--- src/rtl/led_seq_pkg.sv ---
// led_seq_pkg: shared encodings for the LED pattern sequencer
package led_seq_pkg;
  typedef enum logic [1:0] {IDLE = 2'd0, RUN = 2'd1, PAUSE = 2'd2} state_t;
  typedef enum logic {LEFT = 1'b0, RIGHT = 1'b1} dir_t;
  localparam logic [1:0] MODE_UP     = 2'b00;
  localparam logic [1:0] MODE_DOWN   = 2'b01;
  localparam logic [1:0] MODE_ROT    = 2'b10;
  localparam logic [1:0] MODE_BOUNCE = 2'b11;
endpackage

--- src/rtl/led_pattern_sequencer_btn_sync_edge.sv ---
// btn_sync_edge: synchronizes the raw run button and emits a one-cycle press pulse on its rising edge
module btn_sync_edge #(
  parameter int SYNC_STAGES = 2
) (
  input  logic clk,
  input  logic rst,
  input  logic run_btn,
  output logic press
);
  logic [SYNC_STAGES-1:0] chain;
  logic sync_d;
  always_ff @(posedge clk or posedge rst) begin
    if (rst) begin
      chain  <= '0;
      sync_d <= 1'b0;
    end else begin
      chain  <= {chain[SYNC_STAGES-2:0], run_btn};
      sync_d <= chain[SYNC_STAGES-1];
    end
  end
  assign press = chain[SYNC_STAGES-1] & ~sync_d;
endmodule

--- src/rtl/led_pattern_sequencer.sv ---
// led_pattern_sequencer: steps an LED pattern once per tick with run/pause, clear and four pattern modes
module led_pattern_sequencer
  import led_seq_pkg::*;
#(
  parameter int WIDTH       = 8,
  parameter int SYNC_STAGES = 2
) (
  input  logic             clk,
  input  logic             rst,
  input  logic             tick,
  input  logic             run_btn,
  input  logic             clr,
  input  logic [1:0]       mode,
  output logic [WIDTH-1:0] out,
  output logic             running,
  output logic             step_done
);
  state_t state, next_state;
  dir_t dir, next_dir;
  logic [1:0] mode_q;
  logic press, step, load;
  logic [WIDTH-1:0] stepped, seed;
  btn_sync_edge #(.SYNC_STAGES(SYNC_STAGES)) u_btn (
    .clk(clk),
    .rst(rst),
    .run_btn(run_btn),
    .press(press)
  );
  always_ff @(posedge clk or posedge rst) begin
    if (rst) state <= IDLE;
    else     state <= next_state;
  end
  always_comb begin
    next_state = state;
    if (clr) next_state = IDLE;
    else if (press) next_state = (state == IDLE) ? RUN : (state == RUN) ? PAUSE : RUN;
  end
  assign step = (state == RUN) && tick && !clr;
  assign load = (state == IDLE) && press && !clr;
  always_comb begin
    seed = (mode == MODE_UP) ? '0 : (mode == MODE_DOWN) ? '1 : WIDTH'(1);
    stepped = (mode_q == MODE_UP)   ? out + WIDTH'(1) :
              (mode_q == MODE_DOWN) ? out - WIDTH'(1) :
              (mode_q == MODE_ROT)  ? {out[WIDTH-2:0], out[WIDTH-1]} :
              (dir == LEFT)         ? out << 1 : out >> 1;
    // Bounce turns around on the step that lands on an end, so each end shows once
    next_dir = dir;
    if (mode_q == MODE_BOUNCE && dir == LEFT && stepped[WIDTH-1]) next_dir = RIGHT;
    if (mode_q == MODE_BOUNCE && dir == RIGHT && stepped[0]) next_dir = LEFT;
  end
  always_ff @(posedge clk or posedge rst) begin
    if (rst) begin
      out       <= '0;
      running   <= 1'b0;
      step_done <= 1'b0;
      dir       <= LEFT;
      mode_q    <= MODE_UP;
    end else begin
      running   <= (next_state == RUN);
      step_done <= step;
      if (clr) begin
        out <= '0;
        dir <= LEFT;
      end else if (load) begin
        mode_q <= mode;
        out    <= seed;
        dir    <= LEFT;
      end else if (step) begin
        out <= stepped;
        dir <= next_dir;
      end
    end
  end
endmodule
--- config.mk ---
export PLATFORM = sky130hd
export DESIGN_NAME = led_pattern_sequencer
export DESIGN_NICKNAME = d
export VERILOG_FILES = /design/src/rtl/led_seq_pkg.sv /design/src/rtl/led_pattern_sequencer_btn_sync_edge.sv /design/src/rtl/led_pattern_sequencer.sv
export SDC_FILE = /design/constraint.sdc
export NUM_CORES = 1
export LEC_CHECK = 0
export BUFFER_PORTS_ARGS = -buffer_cell sky130_fd_sc_hd__buf_2
export CORE_MARGIN = 1.5
export CORE_UTILIZATION = 55
export DETAILED_ROUTE_END_ITERATION = 8
export PLACE_DENSITY = 0.77
export SLEW_MARGIN = 20
export SYNTH_ARGS = -nofsm -noshare
export SYNTH_HDL_FRONTEND = slang
export SYNTH_SLANG_ARGS = --single-unit
export TNS_END_PERCENT = 10
--- constraint.sdc ---
create_clock -name clk -period 2.2 [get_ports clk]
set_input_delay 0.11 -clock clk [delete_from_list [all_inputs] [get_ports clk]]
set_output_delay 0.11 -clock clk [all_outputs]
set_load 0.01 [all_outputs]
==> run_results.csv <==
group,metric,value,unit
pwr,p_per_area,699,nW/um2
critical_path,critPathLaunchType,"flop",
routing,drtIter0Drc,53,
routing,drc,0,
synth,yosysSeqAreaShare,0.349,
final_layout,fin_util,0.635,
placed_design,port_buffers,16,
global_routing,overflow,0,
pwr,ir_drop,0.526,mV
die,rows,17,
global_routing,grt_pass1_vias,1001,
synth,yosysTopAreaCell,"dfrtp_1",
die,chipHeight,51.4,um
routing,via_per_inst,6.33,
cts,path_clk_slew,0.11,ns
final_layout,diodes,0,
routing,first_pass_iters,4,
final_layout,final_cell_mix,"18 x dfrtp_1, 16 x buf_2, 13 x nand2_1, 7 x o21ai_0",
die,io_pins,17,
placed_design,gp_congestion,0.887,
cts,cts_tree,"done",
min_path,hold_class,"input port to flop",
cts,post_cts.repair.setup_buffers,0,
cts,cts-root-buf,"clkbuf_4",
final_layout,fillCellCount,192,
sta,finalSetupViolCount,0,
cts,ctsHoldBuffers,2,
synth,yosysUniqueCellTypes,55,
sta,skew,0.00869,ns
cts,cts-buffers-inserted,3,
sta,finalCritPeriodShare,0.838,
final_layout,areaGrowthSynthToFinish,8.92,%
synth,async_flop_share,1.00,
synth,synth_nets,146,
pwr,power,0.982,mW
final_layout,drive_above_1_share,0.227,
placed_design,hpwl,2.11,mm
critical_path,crit_type,"flop to flop",
die,dieArea,2650,um2
routing,antenna_left,0,
pwr,leakagePower,0.610,nW
routing,wl,3.01,mm
global_routing,grt_max_degree,19,
die,die_w,51.4,um
sta,finalCriticalPeriod,1.84,ns
synth,synth_area_leaders,"dfrtp_1 35%, nand2_1 3.8%, xor2_1 3.4%",
sta,relSlewSlack,0.528,
die,start_util,0.583,
cts,clock-sinks,18,
synth,synth.ff_latch_count,18,
global_routing,grt_pass1_wl,4.94,mm
sta,finalHoldViolCount,0,
cts,clock_latency,0.30,ns
die,coreArea,2210,um2
synth,synth_area,1290,um2
cts,cts_resized,0,
critical_path,required,2.38,ns
global_routing,antenna_found_initial,0,
sta,maxSlewViolCount,0,
synth,ys.warnings.count,0,
critical_path,end_kind,"flop",
synth,synthFlopType,"dfrtp_1",
critical_path,crit_fanout,11,
cts,clk_path_buf_depth,2,
status,status,"complete, no violations",
routing,num_vias,1126,
cts,htreeDepth,1,
sta,worst_slew_pin_slew,0.707,ns
global_routing,gr-usage-all-layers,0.250,
final_layout,nNetsFinal,161,
sta,tns,0,ns
sta,max_freq,542,MHz
synth,postSynthAreaPerCell,9.42,um2
final_layout,final_common_cell,"dfrtp_1",
flow_run,drv_cap,0,
sta,hold_ws,0.0484,ns
synth,synth_edf_count,0,
synth,synthCells,137,
critical_path,arrival,2.02,ns
routing,wl_per_cell,16.9,um
synth,synth.top_cell.area_share,0.349,
sta,rsz0062_at_grt,"false",
-- cell type report --
class / count / area [um2] / share of cell area
tap: 28 / 35.0 / 0.0249
sequential: 18 / 450 / 0.321
multi-input combinational: 103 / 756 / 0.538
timing repair buffer: 21 / 123 / 0.0873
inverter: 5 / 18.8 / 0.0134
clock buffer: 3 / 22.5 / 0.0160
-- routing by layer --
layer  wire length, um  global-route usage
met1              1390               0.378
met2              1430               0.357
met3               188              0.0614
met4                 0              0.0570
met5                 0                   0
-- logic make-up (layout without fill, tap and decap cells) --
family / after synthesis / in the layout / synth area share
compound gates: 39 / 39 / 0.224
xor+xnor: 8 / 8 / 0.0543
fa+ha+maj: 2 / 2 / 0.0194
buf+inv: 16 / 29 / 0.0650
flops: 18 / 18 / 0.349
mux: 5 / 5 / 0.0407
simple gates: 49 / 49 / 0.247
-- worst paths after layout --
check	to	slack, ns	start	cells past startpoint
worst max-delay path	out[5]	0.36	out[1]	5
worst min-delay path	mode_q[1]	0.05	mode[1]	3
worst max register to register	out[5]	0.36	out[1]	5
worst min register to register	u_btn.chain[1]	0.36	u_btn.chain[0]	0
max in group asynchronous	u_btn.sync_d	1.30	rst	3
min in group asynchronous	state[1]	0.46	rst	3
-- stage by stage --
| stage | std cells | cell area, um2 | setup slack [ns] |
|---|---|---|---|
| 2_1_floorplan | 137 | 1290 | 0.543 |
| 3_3_place_gp | 173 | 1360 | 0.518 |
| 3_5_place_dp | 173 | 1360 | 0.429 |
| 4_1_cts | 178 | 1410 | 0.376 |
| 5_1_grt | 178 | 1410 | 0.198 |
| 6_report | 178 | 1410 | 0.357 |
-- synth_stat cells (2+ instances only) --
library cell / instances
a211oi_1: 3
a21oi_1: 5
a311oi_1: 3
buf_2: 4
buf_4: 3
clkbuf_1: 2
dfrtp_1: 18
ha_1: 2
inv_1: 5
mux2_2: 2
mux2i_1: 3
nand2_1: 13
nand2b_1: 3
nand3_1: 5
nor2_1: 4
nor2b_1: 3
nor3_1: 5
nor4_1: 2
o21ai_0: 7
o21ai_1: 2
o22a_1: 2
o31a_1: 2
xnor2_1: 3
xor2_1: 5
-- sequential cells by signal, summed over array words and instances (netlist names) --
signal and count:
dir 1, running 1, u_btn.chain 2, out 8
mode_q 2, step_done 1, u_btn.sync_d 1, state 2
-- power by group --
| group | switching, mW | total (mW) | internal, mW | leakage, nW |
|---|---|---|---|---|
| Clock | 0.103 | 0.166 | 0.0638 | 0.0138 |
| Sequential | 0.0885 | 0.453 | 0.364 | 0.232 |
| Combinational | 0.197 | 0.363 | 0.166 | 0.364 |
-- critical path, cell delays in order (launching register included) --
cell,delay (ns)
dfrtp_1,0.52
nor3_2,0.28
nor3b_2,0.21
xor2_1,0.08
a2111oi_0,0.50
o2bb2ai_1,0.13
Note: power is estimated with default switching activity, not from simulation.
